[config.mk]
export PLATFORM = sky130hd
export DESIGN_NAME = paillier_decrypt_core_flat
export DESIGN_NICKNAME = d
export VERILOG_FILES = /design/src/rtl/paillier_decrypt_core_if.sv /design/src/rtl/paillier_decrypt_core.sv /design/src/flat_wrapper.sv
export SDC_FILE = /design/constraint.sdc
export NUM_CORES = 2
export LEC_CHECK = 0
export BUFFER_PORTS_ARGS = -buffer_cell sky130_fd_sc_hd__buf_2
export CAP_MARGIN = 20
export CORE_UTILIZATION = 45
export CTS_CLUSTER_SIZE = 24
export DETAILED_ROUTE_END_ITERATION = 6
export PLACE_DENSITY = 0.58
export SYNTH_ARGS = -nofsm -noshare
export SYNTH_HDL_FRONTEND = slang
export SYNTH_SLANG_ARGS = --single-unit
[constraint.sdc]
create_clock -name clk -period 12.95 [get_ports clk]
set_clock_uncertainty 0.15 [all_clocks]
set_input_delay 2.59 -clock clk [delete_from_list [all_inputs] [get_ports clk]]
set_output_delay 2.59 -clock clk [all_outputs]
set_load 0.005 [all_outputs]
[src/rtl/paillier_decrypt_core_if.sv]
// Request/result bundle for the Paillier decryptor: request side in, plaintext/err out.
// master = key bank + result FIFO side, slave = the core.
interface paillier_decrypt_core_if #(
    parameter int W = 16
);
    logic           in_valid;
    logic           in_ready;
    logic [2*W-1:0] cipher;
    logic [W-1:0]   n;
    logic [W-1:0]   lambda;
    logic [W-1:0]   mu;
    logic           abort;
    logic           out_valid;
    logic           out_ready;
    logic [W-1:0]   plaintext;
    logic           err;

    modport master (
        output in_valid, cipher, n, lambda, mu, abort, out_ready,
        input  in_ready, out_valid, plaintext, err
    );

    modport slave (
        input  in_valid, cipher, n, lambda, mu, abort, out_ready,
        output in_ready, out_valid, plaintext, err
    );
endinterface

[src/rtl/paillier_decrypt_core.sv]
// Sequential Paillier decryptor m = L(c^lambda mod n^2)*mu mod n; latency 4W^2+3W+2 (err: 2).
// Accepts only when idle; holds the result in DONE until out_ready, abort returns to IDLE.
module paillier_decrypt_core #(
    parameter int W = 16
) (
    input  logic                   clk,
    input  logic                   rst,
    paillier_decrypt_core_if.slave bus
);
    localparam int CW = $clog2(2*W);
    localparam int BW = $clog2(W);

    typedef enum logic [2:0] {
        S_IDLE, S_CHECK, S_EXP, S_DIV, S_MUL, S_FIN, S_DONE
    } state_t;

    state_t state, state_n;

    logic [2*W-1:0] c_q, nsq_q, acc, mm_r;
    logic [W-1:0]   n_q, lam_q, mu_q, rem, pt_q;
    logic [CW-1:0]  cnt;
    logic [BW-1:0]  bidx;
    logic           sq_phase, err_q, err_o;

    logic abort_eff, bad, last_cnt, last_bit;
    assign abort_eff = bus.abort && (state != S_IDLE);
    assign bad       = (n_q < W'(2)) || (c_q >= nsq_q) || (c_q == '0) || (mu_q >= n_q);
    assign last_cnt  = (cnt == '0);
    assign last_bit  = (bidx == '0);

    // Shared interleaved modular multiplier: one b bit per cycle, MSB first.
    logic [2*W+1:0] mm_a, mm_m, mm_d, mm_d1, mm_s;
    logic [2*W-1:0] b_src, mm_res, acc_final;
    logic           mm_bit;

    always_comb begin
        mm_a  = '0;
        mm_m  = '0;
        b_src = '0;
        if (state == S_MUL) begin
            mm_a  = (2*W+2)'(acc[W-1:0]);
            mm_m  = (2*W+2)'(n_q);
            b_src = (2*W)'(mu_q);
        end else begin
            mm_a  = (2*W+2)'(acc);
            mm_m  = (2*W+2)'(nsq_q);
            b_src = sq_phase ? acc : c_q;
        end
        mm_bit    = b_src[cnt];
        mm_d      = (2*W+2)'({mm_r, 1'b0});
        mm_d1     = (mm_d >= mm_m) ? (mm_d - mm_m) : mm_d;
        mm_s      = mm_d1 + (mm_bit ? mm_a : '0);
        mm_res    = (2*W)'((mm_s >= mm_m) ? (mm_s - mm_m) : mm_s);
        acc_final = lam_q[bidx] ? mm_res : acc;
    end

    // Restoring divider: dividend shifts out of acc MSB, quotient bits shift into its LSB.
    logic [W:0]     div_sh;
    logic           div_ge;
    logic [W-1:0]   rem_n, q_lo, q_mod;
    logic [2*W-1:0] q_full;

    always_comb begin
        div_sh = {rem, acc[2*W-1]};
        div_ge = (div_sh >= {1'b0, n_q});
        rem_n  = div_ge ? W'(div_sh - {1'b0, n_q}) : div_sh[W-1:0];
        q_full = {acc[2*W-2:0], div_ge};
        q_lo   = q_full[W-1:0];
        q_mod  = (q_lo >= n_q) ? (q_lo - n_q) : q_lo;
    end

    always_ff @(posedge clk or posedge rst) begin
        if (rst) state <= S_IDLE;
        else     state <= state_n;
    end

    always_comb begin
        state_n = state;
        case (state)
            S_IDLE:  if (bus.in_valid) state_n = S_CHECK;
            S_CHECK: state_n = bad ? S_FIN : S_EXP;
            S_EXP:   if (last_cnt && !sq_phase && last_bit) state_n = S_DIV;
            S_DIV:   if (last_cnt) state_n = S_MUL;
            S_MUL:   if (last_cnt) state_n = S_FIN;
            S_FIN:   state_n = S_DONE;
            S_DONE:  if (bus.out_ready) state_n = S_IDLE;
            default: state_n = S_IDLE;
        endcase
        if (abort_eff) state_n = S_IDLE;
    end

    always_ff @(posedge clk or posedge rst) begin
        if (rst) begin
            c_q      <= '0;
            nsq_q    <= '0;
            n_q      <= '0;
            lam_q    <= '0;
            mu_q     <= '0;
            acc      <= '0;
            mm_r     <= '0;
            rem      <= '0;
            cnt      <= '0;
            bidx     <= '0;
            sq_phase <= 1'b0;
            err_q    <= 1'b0;
            err_o    <= 1'b0;
            pt_q     <= '0;
        end else if (!abort_eff) begin
            case (state)
                S_IDLE: if (bus.in_valid) begin
                    c_q   <= bus.cipher;
                    n_q   <= bus.n;
                    lam_q <= bus.lambda;
                    mu_q  <= bus.mu;
                    nsq_q <= (2*W)'(bus.n) * (2*W)'(bus.n);
                end
                S_CHECK: begin
                    acc      <= bad ? '0 : (2*W)'(1);
                    err_q    <= bad;
                    mm_r     <= '0;
                    cnt      <= CW'(2*W-1);
                    bidx     <= BW'(W-1);
                    sq_phase <= 1'b1;
                end
                S_EXP: begin
                    if (last_cnt) begin
                        mm_r <= '0;
                        cnt  <= CW'(2*W-1);
                        if (sq_phase) begin
                            acc      <= mm_res;
                            sq_phase <= 1'b0;
                        end else begin
                            // Multiply result is always computed; lambda bit only selects it.
                            sq_phase <= 1'b1;
                            bidx     <= bidx - BW'(1);
                            if (last_bit) begin
                                acc <= acc_final - (2*W)'(1);
                                rem <= '0;
                            end else begin
                                acc <= acc_final;
                            end
                        end
                    end else begin
                        mm_r <= mm_res;
                        cnt  <= cnt - CW'(1);
                    end
                end
                S_DIV: begin
                    rem <= rem_n;
                    if (last_cnt) begin
                        acc  <= (2*W)'(q_mod);
                        cnt  <= CW'(W-1);
                        mm_r <= '0;
                    end else begin
                        acc <= q_full;
                        cnt <= cnt - CW'(1);
                    end
                end
                S_MUL: begin
                    if (last_cnt) begin
                        acc <= mm_res;
                    end else begin
                        mm_r <= mm_res;
                        cnt  <= cnt - CW'(1);
                    end
                end
                S_FIN: begin
                    pt_q  <= err_q ? '0 : acc[W-1:0];
                    err_o <= err_q;
                end
                default: ;
            endcase
        end
    end

    assign bus.in_ready  = (state == S_IDLE);
    assign bus.out_valid = (state == S_DONE);
    assign bus.plaintext = pt_q;
    assign bus.err       = err_o;
endmodule

[src/flat_wrapper.sv]
// flat-port wrapper written by rule: the top's interface ports become plain ports
module paillier_decrypt_core_flat 
#(
    parameter int W = 16
)
  (clk, rst, bus_in_valid, bus_cipher, bus_n, bus_lambda, bus_mu, bus_abort, bus_out_ready, bus_in_ready, bus_out_valid, bus_plaintext, bus_err);
  paillier_decrypt_core_if #(.W(W)) bus_i ();
  input  logic clk;
  input  logic rst;
  input wire logic [$bits(bus_i.in_valid)-1:0] bus_in_valid;
  input wire logic [$bits(bus_i.cipher)-1:0] bus_cipher;
  input wire logic [$bits(bus_i.n)-1:0] bus_n;
  input wire logic [$bits(bus_i.lambda)-1:0] bus_lambda;
  input wire logic [$bits(bus_i.mu)-1:0] bus_mu;
  input wire logic [$bits(bus_i.abort)-1:0] bus_abort;
  input wire logic [$bits(bus_i.out_ready)-1:0] bus_out_ready;
  output wire logic [$bits(bus_i.in_ready)-1:0] bus_in_ready;
  output wire logic [$bits(bus_i.out_valid)-1:0] bus_out_valid;
  output wire logic [$bits(bus_i.plaintext)-1:0] bus_plaintext;
  output wire logic [$bits(bus_i.err)-1:0] bus_err;
  assign bus_i.in_valid = bus_in_valid;
  assign bus_i.cipher = bus_cipher;
  assign bus_i.n = bus_n;
  assign bus_i.lambda = bus_lambda;
  assign bus_i.mu = bus_mu;
  assign bus_i.abort = bus_abort;
  assign bus_i.out_ready = bus_out_ready;
  assign bus_in_ready = bus_i.in_ready;
  assign bus_out_valid = bus_i.out_valid;
  assign bus_plaintext = bus_i.plaintext;
  assign bus_err = bus_i.err;
  paillier_decrypt_core #(.W(W)) u_core (.clk(clk), .rst(rst), .bus(bus_i));
endmodule
; ---- Yosys cells after proc, flatten, opt, wreduce, memory -nomap -nowiden
; Cells that the tools add are included.
[totals]
register_bits = 223
in_bits = 85
out_inout_bits = 19
elab_cells = 124
[classes]
add_sub_neg = 8
n_mul = 1
n_lt_le_gt_ge = 9
n_eq_ne = 17
n_mux = 48
n_bitwise = 1
reduce_logical = 25
[op_table]
columns = cell, count
row1 = $mux W32, 15
row2 = $pmux W32 S4, 2
row3 = $mux W16, 6
row4 = $add A34 B32 Y34, 1
row5 = $ge A34 B32 Y1, 1
row6 = $mux W34, 1
row7 = $sub A33 B32 Y34, 1
row8 = $ge A33 B32 Y1, 1
row9 = $ge A16 B16 Y1, 2
row10 = $ge A32 B32 Y1, 1
row11 = $logic_not A32 Y1, 1
row12 = $mul A16 B16 Y32, 1
row13 = $pmux W16 S2, 1
row14 = $sub A16 B16 Y16, 2
row15 = $sub A32 B1 Y32 const B, 1
row16 = $sub A32 B32 Y32, 1
row17 = $mux W3, 7
row18 = $pmux W3 S7, 1
row19 = $pmux W5 S4, 1
row20 = $ge A17 B16 Y1, 1
row21 = $lt A16 B2 Y1 const B, 1
row22 = $mux W5, 3
row23 = $reduce_and A4 Y1, 3
row24 = $reduce_and A5 Y1, 2
row25 = other kinds (29), 52

; ---- Logic depth before layout (Yosys ltp)
[depth]
depth_word = 14
depth_mapped = 57
mapped_depth_nobuf = 52

; ---- Worst setup path before layout
; OpenSTA, ideal clock, no wires.
[synth_path]
kind = reg2reg
from = register u_core.state[2]
to = register u_core.acc[26]
setup_time_ps = 77
arrival_time_ps = 11046
required_ps = 12723
slack_ps = 1676
path_stages_with_launch = 54
path_buffers = 11
period_less_slack_ps = 11274
cell_sequence = dfrtp_1 -> or3b_1 -> buf_2 -> buf_4 -> clkbuf_1 -> buf_1 -> buf_1 -> nand2_1 -> ha_1 -> clkbuf_1 -> nand4_1 -> nor4_1 -> and3_1 -> o2111a_1 -> nor4_2 -> o221ai_1 -> clkbuf_1 -> buf_1 -> [18 not listed] -> nand4b_1 -> nand3_1 -> a41o_1 -> a211oi_1 -> nand2_1 -> buf_2 -> buf_1 -> buf_1 -> a21oi_1 -> mux2i_1 -> ha_1 -> and2_1 -> o211ai_1 -> nor3_1 -> nand4_4 -> o41a_1 -> a221o_1 -> a21oi_1
[synth_via]
elab_chain_cells = 14
elab_cells_between_ends = 31
cone_classes = 4 x add/sub / 2 x order compare / 6 x eq/ne / 14 x mux / 1 x bitwise / 4 x reduce/logical
[synth_lines]
columns = element, line_no
row1 = start: declaration, paillier_decrypt_core.sv:17  ; state_t state, state_n;
row2 = start signal: assignment, paillier_decrypt_core.sv:74  ; else state <= state_n;
row3 = "parallel branches: the longest is 14 deep, another holds $sub A33 B32 Y34", n/a
row4 = end signal: assignment, paillier_decrypt_core.sv:130  ; acc <= mm_res;
row5 = end signal: assignment, paillier_decrypt_core.sv:137  ; acc <= acc_final - (2*W)'(1);
row6 = end signal: assignment, paillier_decrypt_core.sv:140  ; acc <= acc_final;
row7 = end: declaration, paillier_decrypt_core.sv:19  ; logic [2*W-1:0] c_q, nsq_q, acc, mm_r;
; Several ways; the timed one is not identified. The select of a mux whose other input is x is not followed.
; A chain may end at the register's enable or synchronous reset.

; ---- Final worst setup path
[layout_path]
from = register u_core.state[0]
to = register u_core.acc[26]
; The elaborated chain is that of the path after synthesis.

==> results_dict.tcl <==
set metrics [dict create \
    synth_simple_gate_area_share_pct 19.2 \
    wirelength_um 95900 \
    drcViolationCount 0 \
    cts_setup_buffers 0 \
    critPathMaxStageDelay_ns 0.60 \
    synth-adder-area-share_pct 24.8 \
    place_inst 4135 \
    antennaDiodeCount 0 \
    tns_ns 0 \
    critPathCapture "u_core.acc[26]" \
    cts.sinks 221 \
    post-route-util_pct 49.9 \
    rrSetupSlack_ns 0.79 \
    std_cell_rows 89 \
    synth_edf_count 0 \
    drv_slew 0 \
    reg2reg_from "u_core.state[0]" \
    cts_tree "built" \
    synth.distinct_cells 90 \
    netlist_instances 3360 \
    seq_area_frac_synth_pct 20.3 \
    synth_compound_area_share_pct 19.1 \
    arrival_ns 12.53 \
    fin_crit_ns 12.16 \
    cts-buffers-inserted 29 \
    finalSetupViolCount 0 \
    synthMuxAreaShare_pct 4.55 \
    drt-pass1-iter-count 5 \
    cpMostUsedCell "a21oi_1" \
    dieArea_um2 61600 \
    area_growth_pct 8.77 \
    status "finished, final reports clean" \
    viasPerCell 5.90 \
    worst_slew_pin_slew_ns 1.12 \
    worstSetupStartpoint "u_core.state[0]" \
    hpwl_um 75900 \
    crit_type "flop to flop" \
    io_buffer_count 103 \
    cts_root_buf "clkbuf_16" \
    reg2regPathDepth 47 \
    postCtsResizedCells 0 \
    worstHoldStart "u_core.lam_q[6]" \
    drv_cap 0 \
    ys_warn_count 0 \
    grt_max_degree 117 \
    hp-class "flop to flop" \
    maxSlewHeadroom_pct 25.7 \
    rsz0062_at_grt "no" \
    holdPathStages 2 \
    synth_async_sr_flop_share_pct 100 \
    clock.fmax_mhz 82.3 \
    syn_nets 3883 \
    yosys_register_bits 221 \
    grt_usage_pct 31.2 \
    grt_overflow_total 0 \
    start_util_pct 45.9 \
    ctsHoldBuffers 0 \
    grt_pass1_vias 23989 \
    hold_violations 0 \
    post_drt_wl_per_cell_um 22.9 \
    drtAntennaViolNets 0 \
    r2r-end "u_core.acc[26]" \
    nNetsFinal 3920 \
    antenna_found_initial 2 \
    grt_pass1_wl_um 146000 \
    avgSynthCellArea_um2 8.12 \
    startpoint_type "flop" \
    crit_path_end_kind "flop" \
    clock_latency_ns 0.61 \
    ys_dominant_reg_cell "dfrtp_1" \
    coreArea_um2 59500 \
    synth_top_family_by_area "adder cells" \
    slowest_stage "a222oi_1" \
    drt_iter0_markers 2276 \
    final_layout_size_suffix_gt1_share_pct 8.34 \
    synth_area_um2 27300 \
    crit_required_ns 13.33 \
    vias 24721 \
    synth_xor_area_share_pct 5.10 \
    gp_congestion 1.00 \
    htreeDepth 1 \
    instances_no_fill 4190 \
    die_h_um 248 \
    clk_pin_slew_worst_paths_ns 0.06 \
    ios 104 \
    clock_path_buffers 3 \
    timing.final.crit_share_pct 93.9 \
    fp.dieW_um 248 \
    cp_max_fo 33 \
]
[how the worst min path moves through the flow]
stage | end | slack (ns)
2_1_floorplan | u_core.lam_q[10] | 0.29
3_3_place_gp | u_core.lam_q[2] | 0.30
3_5_place_dp | u_core.lam_q[6] | 0.31
4_1_cts | u_core.lam_q[6] | 0.32
5_1_grt | u_core.lam_q[8] | 0.34
6_report | u_core.lam_q[6] | 0.32
[cell usage in the layout (no fill, tap or decap), types with 28 or more instances in the layout]
cell type	netlist	routed
inv_1	354	353
o21ai_0	251	249
and2_1	95	93
xnor2_1	97	97
xor2_1	62	62
dfrtp_1	221	221
buf_2	9	104
a21o_1	82	82
fa_1	169	169
a21oi_1	200	199
o21a_1	28	28
a31oi_1	34	34
nor2b_1	42	42
mux2i_1	42	42
nand2_1	508	507
ha_1	269	269
nand3_1	43	43
clkbuf_16	0	29
nor2_1	195	195
nand2b_1	40	40
buf_4	1	48
nand4_1	32	32
nor3_1	64	64
[state kept, by name (all words and copies together) (netlist names)]
register              count
u_core.bidx               4
u_core.bus.err            1
u_core.state              3
u_core.lam_q             16
u_core.c_q               32
u_core.mm_r              32
u_core.rem               16
u_core.err_q              1
u_core.n_q               16
u_core.nsq_q             30
u_core.cnt                5
u_core.mu_q              16
u_core.bus.plaintext     16
u_core.acc               32
u_core.sq_phase           1
[per-stage QoR]
step | setup WS (ns) | instance area (um^2) | hold WS (ns)
3_3_place_gp | 1.08 | 28600 | 0.304
6_report | 0.795 | 29700 | 0.322
5_1_grt | 0.0124 | 29700 | 0.344
4_1_cts | 0.766 | 29600 | 0.321
2_1_floorplan | 1.68 | 27300 | 0.290
3_5_place_dp | 0.829 | 28600 | 0.307
[Yosys cell counts, drive strengths merged (25+ instances only)]
library cell,instances,area (um^2)
a31oi,34,213
mux2i,42,420
o21a,28,210
and2,95,594
a21o,82,616
xor2,62,543
a21oi,201,1020
nand2,508,1910
nor2b,42,263
clkbuf,124,465
nor2,195,732
a211oi,25,188
mux4,25,563
xnor2,97,850
nand2b,40,250
ha,269,3370
fa,169,3380
inv,354,1330
nor3,64,320
dfrtp,221,5530
o21ai,255,1280
nand3,43,215
buf,25,109
nand4,33,221
[layout make-up]
class                      instances  area, um^2
clock buffer                      44         832
clock inverter                     7         175
fill                            5846       29800
inverter                         354        1340
multi-input combinational       2636       19900
sequential                       221        5530
tap                              773         967
timing repair buffer             155         936
[worst max-delay path: cells and delay by family, from the launching register on]
kind,cells,cell delay [ns]
compound gates,22,6.19
mux,2,0.62
buf+inv,4,0.82
flops,1,0.38
simple gates,15,2.75
fa+ha+maj,4,1.15
[metal layers]
metal | part of all wire [%] | global-route usage, %
met5 | 0.028 | 0
met2 | 45 | 49.9
met3 | 6.8 | 3.89
met1 | 45 | 44.1
met4 | 3.0 | 8.70
[logic make-up (layout without fill, tap and decap cells)]
kind of cell / Yosys count / in the layout
AO/OA/AOI/OAI: 825 / 825
XOR/XNOR: 159 / 159
adder cells (fa/ha/maj): 440 / 440
buffers and inverters: 503 / 560
flip-flops: 221 / 221
multiplexers: 90 / 90
AND/OR/NAND/NOR: 1122 / 1122
Power is not shown: default switching activity piles up to over one toggle a cycle in this logic, so the estimate is an artifact.
